`config.mk`:
```
export PLATFORM = sky130hd
export DESIGN_NAME = mdu_seq_flat
export DESIGN_NICKNAME = d
export VERILOG_FILES = /design/src/rtl/mdu_pkg.sv /design/src/rtl/mdu_seq_if.sv /design/src/rtl/mdu_step.sv /design/src/rtl/mdu_seq.sv /design/src/flat_wrapper.sv
export SDC_FILE = /design/constraint.sdc
export NUM_CORES = 1
export LEC_CHECK = 0
export ABC_AREA = 0
export BUFFER_PORTS_ARGS = -buffer_cell sky130_fd_sc_hd__buf_2
export CAP_MARGIN = 20
export CORE_MARGIN = 2
export CORE_UTILIZATION = 30
export CTS_CLUSTER_DIAMETER = 100
export DETAILED_ROUTE_END_ITERATION = 12
export GPL_ROUTABILITY_DRIVEN = 1
export GPL_TIMING_DRIVEN = 1
export SKIP_LAST_GASP = 1
export SLEW_MARGIN = 30
export SYNTH_ARGS = -nofsm -noshare
export SYNTH_HDL_FRONTEND = slang
export SYNTH_SLANG_ARGS = --single-unit
```
`constraint.sdc`:
```
create_clock -name clk_i -period 4 [get_ports clk_i]
set_clock_uncertainty 0.15 [all_clocks]
set_input_delay 0.2 -clock clk_i [delete_from_list [all_inputs] [get_ports clk_i]]
set_output_delay 0.2 -clock clk_i [all_outputs]
set_load 0.03 [all_outputs]
```
`src/rtl/mdu_pkg.sv`:
```
// Shared constants and types for the multiply/divide sequencer.
package mdu_pkg;
  localparam int DATA_W = 32;

  localparam logic [5:0] F_MULT  = 6'b011000;
  localparam logic [5:0] F_MULTU = 6'b011001;
  localparam logic [5:0] F_DIV   = 6'b011010;
  localparam logic [5:0] F_DIVU  = 6'b011011;
  localparam logic [5:0] F_MTHI  = 6'b010001;
  localparam logic [5:0] F_MTLO  = 6'b010011;

  typedef enum logic [1:0] {S_IDLE, S_CALC, S_FIX, S_DONE} state_t;
endpackage

```
`src/rtl/mdu_seq_if.sv`:
```
// Request/result bundle between pipeline control (master) and the MDU (slave).
interface mdu_seq_if #(parameter int DATA_W = 32);
  logic              start_i;
  logic [5:0]        funct_i;
  logic [DATA_W-1:0] src1_i;
  logic [DATA_W-1:0] src2_i;
  logic              busy_o;
  logic              done_o;
  logic [DATA_W-1:0] hi_o;
  logic [DATA_W-1:0] lo_o;

  modport master (output start_i, funct_i, src1_i, src2_i,
                  input  busy_o, done_o, hi_o, lo_o);
  modport slave  (input  start_i, funct_i, src1_i, src2_i,
                  output busy_o, done_o, hi_o, lo_o);
endinterface

```
`src/rtl/mdu_step.sv`:
```
// One iteration of shift-add multiply or restoring divide; purely combinational.
// The add/sub is DATA_W+1 bits wide so the multiply carry and divide borrow land in the top bit.
module mdu_step #(parameter int DATA_W = 32) (
  input  logic              i_div,
  input  logic [DATA_W-1:0] i_acc,
  input  logic [DATA_W-1:0] i_q,
  input  logic [DATA_W-1:0] i_op,
  output logic [DATA_W-1:0] o_acc,
  output logic [DATA_W-1:0] o_q
);
  logic [DATA_W-1:0] w_addend;
  logic [DATA_W:0]   w_sum;
  logic [DATA_W:0]   w_shl;
  logic [DATA_W:0]   w_diff;

  assign w_addend = i_q[0] ? i_op : {DATA_W{1'b0}};
  assign w_sum    = {1'b0, i_acc} + {1'b0, w_addend};
  assign w_shl    = {i_acc, i_q[DATA_W-1]};
  assign w_diff   = w_shl - {1'b0, i_op};

  always_comb begin
    o_acc = w_sum[DATA_W:1];
    o_q   = {w_sum[0], i_q[DATA_W-1:1]};
    if (i_div) begin
      // Borrow set means the trial subtract went negative: keep the shifted remainder.
      if (w_diff[DATA_W]) begin
        o_acc = w_shl[DATA_W-1:0];
        o_q   = {i_q[DATA_W-2:0], 1'b0};
      end else begin
        o_acc = w_diff[DATA_W-1:0];
        o_q   = {i_q[DATA_W-2:0], 1'b1};
      end
    end
  end
endmodule

```
`src/rtl/mdu_seq.sv`:
```
// Iterative MIPS mult/div sequencer that owns HI/LO; done_o pulses DATA_W+2 cycles after start.
// start_i is only honoured in IDLE or DONE; mthi/mtlo complete at the accepting edge.
module mdu_seq #(parameter int DATA_W = mdu_pkg::DATA_W) (
  input  logic     clk_i,
  input  logic     rst_i,
  mdu_seq_if.slave bus
);
  import mdu_pkg::*;

  localparam int CNT_W = $clog2(DATA_W);

  state_t              r_state, w_next;
  logic [CNT_W-1:0]    r_cnt;
  logic [DATA_W-1:0]   r_acc, r_q, r_op, r_hi, r_lo;
  logic                r_is_div, r_neg_q, r_neg_r, r_div0;

  logic                w_accept, w_md, w_signed, w_neg1, w_neg2, w_busy, w_done;
  logic [DATA_W-1:0]   w_mag1, w_mag2, w_acc_nxt, w_q_nxt, w_quo, w_rem;
  logic [2*DATA_W-1:0] w_prod;

  assign w_accept = bus.start_i && (r_state == S_IDLE || r_state == S_DONE);
  assign w_md     = bus.funct_i inside {F_MULT, F_MULTU, F_DIV, F_DIVU};
  assign w_signed = (bus.funct_i == F_MULT) || (bus.funct_i == F_DIV);
  assign w_neg1   = w_signed && bus.src1_i[DATA_W-1];
  assign w_neg2   = w_signed && bus.src2_i[DATA_W-1];
  assign w_mag1   = w_neg1 ? -bus.src1_i : bus.src1_i;
  assign w_mag2   = w_neg2 ? -bus.src2_i : bus.src2_i;

  // Sign fix-up; divide-by-zero forces all-ones quotient, remainder sign fix restores src1.
  assign w_prod = r_neg_q ? -{r_acc, r_q} : {r_acc, r_q};
  assign w_quo  = r_div0 ? {DATA_W{1'b1}} : (r_neg_q ? -r_q : r_q);
  assign w_rem  = r_neg_r ? -r_acc : r_acc;

  mdu_step #(.DATA_W(DATA_W)) u_step (
    .i_div (r_is_div),
    .i_acc (r_acc),
    .i_q   (r_q),
    .i_op  (r_op),
    .o_acc (w_acc_nxt),
    .o_q   (w_q_nxt)
  );

  always_ff @(posedge clk_i or negedge rst_i) begin
    if (!rst_i) r_state <= S_IDLE;
    else        r_state <= w_next;
  end

  always_comb begin
    w_next = r_state;
    w_busy = 1'b0;
    w_done = 1'b0;
    case (r_state)
      S_IDLE, S_DONE: begin
        w_done = (r_state == S_DONE);
        w_next = (w_accept && w_md) ? S_CALC : S_IDLE;
      end
      S_CALC: begin
        w_busy = 1'b1;
        if (r_cnt == '0) w_next = S_FIX;
      end
      S_FIX: begin
        w_busy = 1'b1;
        w_next = S_DONE;
      end
      default: w_next = S_IDLE;
    endcase
  end

  always_ff @(posedge clk_i or negedge rst_i) begin
    if (!rst_i) begin
      r_cnt    <= '0;
      r_acc    <= '0;
      r_q      <= '0;
      r_op     <= '0;
      r_hi     <= '0;
      r_lo     <= '0;
      r_is_div <= 1'b0;
      r_neg_q  <= 1'b0;
      r_neg_r  <= 1'b0;
      r_div0   <= 1'b0;
    end else if (w_accept) begin
      if (bus.funct_i == F_MTHI) r_hi <= bus.src1_i;
      if (bus.funct_i == F_MTLO) r_lo <= bus.src1_i;
      if (w_md) begin
        r_is_div <= bus.funct_i[1];
        r_neg_q  <= w_neg1 ^ w_neg2;
        r_neg_r  <= w_neg1;
        r_div0   <= bus.funct_i[1] && (bus.src2_i == '0);
        r_cnt    <= CNT_W'(DATA_W - 1);
        r_acc    <= '0;
        // Divide shifts the dividend out of r_q; multiply shifts the multiplier out.
        r_q      <= bus.funct_i[1] ? w_mag1 : w_mag2;
        r_op     <= bus.funct_i[1] ? w_mag2 : w_mag1;
      end
    end else if (r_state == S_CALC) begin
      r_acc <= w_acc_nxt;
      r_q   <= w_q_nxt;
      r_cnt <= r_cnt - CNT_W'(1);
    end else if (r_state == S_FIX) begin
      if (r_is_div) begin
        r_hi <= w_rem;
        r_lo <= w_quo;
      end else begin
        r_hi <= w_prod[2*DATA_W-1:DATA_W];
        r_lo <= w_prod[DATA_W-1:0];
      end
    end
  end

  assign bus.busy_o = w_busy;
  assign bus.done_o = w_done;
  assign bus.hi_o   = r_hi;
  assign bus.lo_o   = r_lo;
endmodule

```
`src/flat_wrapper.sv`:
```
// flat-port wrapper written by rule: the top's interface ports become plain ports
module mdu_seq_flat import mdu_pkg::*;
#(parameter int DATA_W = mdu_pkg::DATA_W)
  (clk_i, rst_i, bus_start_i, bus_funct_i, bus_src1_i, bus_src2_i, bus_busy_o, bus_done_o, bus_hi_o, bus_lo_o);
  mdu_seq_if #(.DATA_W(DATA_W)) bus_i ();
  input  logic clk_i;
  input  logic rst_i;
  input wire logic [$bits(bus_i.start_i)-1:0] bus_start_i;
  input wire logic [$bits(bus_i.funct_i)-1:0] bus_funct_i;
  input wire logic [$bits(bus_i.src1_i)-1:0] bus_src1_i;
  input wire logic [$bits(bus_i.src2_i)-1:0] bus_src2_i;
  output wire logic [$bits(bus_i.busy_o)-1:0] bus_busy_o;
  output wire logic [$bits(bus_i.done_o)-1:0] bus_done_o;
  output wire logic [$bits(bus_i.hi_o)-1:0] bus_hi_o;
  output wire logic [$bits(bus_i.lo_o)-1:0] bus_lo_o;
  assign bus_i.start_i = bus_start_i;
  assign bus_i.funct_i = bus_funct_i;
  assign bus_i.src1_i = bus_src1_i;
  assign bus_i.src2_i = bus_src2_i;
  assign bus_busy_o = bus_i.busy_o;
  assign bus_done_o = bus_i.done_o;
  assign bus_hi_o = bus_i.hi_o;
  assign bus_lo_o = bus_i.lo_o;
  mdu_seq #(.DATA_W(DATA_W)) u_core (.clk_i(clk_i), .rst_i(rst_i), .bus(bus_i));
endmodule
```
==> summary.md <==
| Metric | Value |
|---|---|
| Hold crit path type | primary input to flop |
| Worst EP required | 4180 ps |
| Final Cycle Share | 94.2% |
| Clock Path Buffers | 2 |
| Largest stage delay on the critical path | 440 ps |
| Clock network fraction of total power | 11.2% |
| Prevailing post-synth register cell | dfrtp_1 |
| Drc violations | 0 |
| Sequential share of power | 22.2% |
| Fillers | 5303 |
| P&R area growth vs syn | 15.1% |
| CP endpoint kind | flop |
| Pre-CTS setup slack | 192 ps |
| Largest net degree at the start of global routing | 115 |
| Site row count | 82 |
| Max-cap check violation count | 0 |
| Async set or reset register ratio after synthesis | 100% |
| Startpoint types | flop |
| Most common cell in the netlist | o21ai_0 |
| DRT Wirelength | 60.8 mm |
| Worst setup margin | 233 ps |
| Max-slew headroom | 37.7% |
| Initial DRC Count | 1905 |
| Post-synth EDFFs | 0 |
| Synth top area share | 28.4% |
| Critical Setup Path Class | flop to flop |
| Synth top cells by count | o21ai_0, nor2_1, nand2_1 |
| Synthesized Nets | 2116 |
| Outcome | finished, final reports clean |
| Clock tree from TritonCTS | built |
| Die area | 52000 sq um |
| RSZ-0062 raised after global routing | false |
| Routed len/inst | 22.0 um |
| Initial Util | 30.2% |
| Number of post-CTS setup repair buffers | 0 |
| Power density over the cells | 913 nW/um^2 |
| VDD IR max | 430 uV |
| Drt first pass iters | 6 |
| Mapped Cells | 1968 |
| Clock root cell | clkbuf_16 |
| Grt ovf | 0 |
| Internal | 7.31 mW |
| All-Layer GR Usage | 22.9% |
| Initial antenna violation count | 12 |
| Post-DR vias/cell | 5.68 |
| Slew Limit Fails | 0 |
| Synthesized area per cell | 7.65 sq um |
| Combinational power share | 66.6% |
| Clk pin slew, worst setup/hold paths | 70 ps |
| Cell chain of the critical path | inv_1 -> ha_1 -> fa_1 -> nand2b_1 -> a21oi_1 -> a21oi_1 -> o221ai_1 -> a31oi_1 -> xnor2_2 -> buf_12 -> nor2_1 -> a222oi_1 -> o211ai_1 |
| Fmax achieved | 265 MHz |
| DIE WIDTH | 228 um |
| Total core area | 49900 sq um |
| Netlist Area Pre-Place | 15100 sq um |
| FF+latch count, synth | 171 |
| Worst Path Arrival | 3940 ps |
| Static leakage | 7.43 nW |
| Post-synthesis sequential area ratio | 28.4% |
| Synth cell types | 71 |
| Post-synth top area cell | dfrtp_1 |
| Post-DP HPWL | 47.2 mm |
| Clock Sinks | 171 |
| Slew @ Worst Pin | 935 ps |
| Die Y | 228 um |
| Routability cong. | 0.950 |
| Vias | 15700 |
| Sw Share | 53.8% |
| Synth warn | 0 |
| Final Hold Fails | 0 |
| First-pass GRT wire length | 92.0 mm |
| Setup TNS | 0 ps |
| Number of port buffers | 138 |
| # setup viols final | 0 |
| CTS buffer count | 17 |
| Critical path fanouts, max | 41 |
| Io pins | 139 |
| Net Switching | 8.52 mW |
| Cell mode on critical path | a21oi_1 |
| Synth area leaders | dfrtp_1, o21ai_0, xnor2_1 |
| Worst-skew pair later-pin latency | 460 ps |
| Htree depth | 4 |
| Vias in the first global route | 14700 |
| Minimum clock period | 3770 ps |
| Antenna Nets Post-Route | 0 |
| Nets | 2217 |
| Share of layout cells above drive strength 1 | 12.9% |
| Cell at the slowest stage of the critical path | dfrtp_1 |
[metal layers]
metal  routed length [um]  vias to the layer above  GRT usage, %
met5                   93                        -             0
met4                 2100                       14          7.82
met3                 5690                      101          4.69
met2                26000                      777          34.6
met1                26900                     7491          32.4
li1                     -                     7297             -
[state kept, by name (all words and copies together), names as in the netlist]
register,cells
u_core.r_div0,1
u_core.r_state,2
u_core.bus.lo_o,32
u_core.r_is_div,1
u_core.r_neg_q,1
u_core.r_acc,32
u_core.bus.hi_o,32
u_core.r_cnt,5
u_core.r_q,32
u_core.r_neg_r,1
u_core.r_op,32
[worst paths after layout]
check | start | end | slack [ps] | cells after the start
hold / removal | bus_src2_i[31] | u_core.r_neg_q | 20 | 3
setup reg to reg | u_core.r_q[31] | u_core.r_acc[25] | 230 | 13
hold reg to reg | u_core.bus.lo_o[5] | u_core.bus.lo_o[5] | 320 | 2
max in group asynchronous | rst_i | u_core.bus.hi_o[17] | 2420 | 3
setup / recovery | u_core.r_q[31] | u_core.r_acc[25] | 230 | 13
min in group asynchronous | rst_i | u_core.r_cnt[3] | 170 | 2
[area by class of cell]
type                    instances  area [sq um]  share of cell area [%]
repair buffers                206          1280                    7.40
clock buffers                  19           443                    2.56
well taps                     672           841                    4.85
multi-input cells            1597         10000                    57.9
clock inverters                13           153                   0.881
flip-flops and latches        171          4280                    24.7
inverters                      76           285                    1.65
diodes                          5          12.5                  0.0722
[critical path, delay by kind of cell (launching register included)]
kind | cells | cell delay (ps)
AO/OA/AOI/OAI | 6 | 1500
buffers and inverters | 2 | 370
adder cells (fa/ha/maj) | 2 | 610
AND/OR/NAND/NOR | 2 | 350
XOR/XNOR | 1 | 200
flip-flops | 1 | 440
[power groups by stage]
stage	combinational, mW	sequential (mW)	clock (mW)
finish	10.5	3.52	1.77
global placement	10.2	3.49	0
CTS	10.4	3.48	1.79
floorplan	6.81	3.76	0
detailed placement	10.3	3.52	0
global route	11.4	3.61	1.86
[cell usage in the layout, fill, tap and decap left out, drive strengths merged, types with 11 or more instances in the layout]
| cell | n |
|---|---|
| mux2i | 59 |
| xnor2 | 107 |
| dfrtp | 171 |
| and3 | 11 |
| nand3 | 29 |
| xor2 | 63 |
| or3 | 21 |
| o31ai | 23 |
| nor3 | 43 |
| nand2 | 199 |
| a21o | 32 |
| o21a | 14 |
| or4 | 14 |
| inv | 83 |
| o22ai | 36 |
| buf | 196 |
| a211oi | 22 |
| nor2 | 200 |
| clkbuf | 19 |
| o41ai | 12 |
| a31oi | 21 |
| ha | 73 |
| nand4 | 14 |
| nand2b | 21 |
| o211ai | 27 |
| nor4 | 24 |
| a22oi | 16 |
| o21ai | 227 |
| and2 | 11 |
| a21oi | 184 |
[kinds of logic after synthesis]
kind of cell / share of synthesized area [%]
xor+xnor: 9.89
simple gates: 19.2
fa+ha+maj: 6.33
compound gates: 26.4
buf+inv: 5.29
flops: 28.4
mux: 4.45
[what timing repair did]
item,CTS,global route
gates resized for setup,0,6
setup endpoints to repair,0,9
endpoints found under the hold margin,66,0
hold buffers,10,0
[stage by stage]
| stage | power (mW) | cells | util [%] | hold slack (ps) | cell area, sq um |
|---|---|---|---|---|---|
| 3_5_place_dp | 13.8 | 2712 | 33.3 | 98.4 | 16600 |
| 6_report | 15.8 | 2759 | 34.8 | 18.2 | 17300 |
| 2_1_floorplan | 10.6 | 1968 | - | -246 | 15100 |
| 3_3_place_gp | 13.7 | 2712 | 33.3 | 93.7 | 16600 |
| 5_1_grt | 16.9 | 2758 | 34.8 | 31.5 | 17300 |
| 4_1_cts | 15.6 | 2754 | 34.7 | 4.94 | 17300 |
Power figures use the tool's default switching activity.
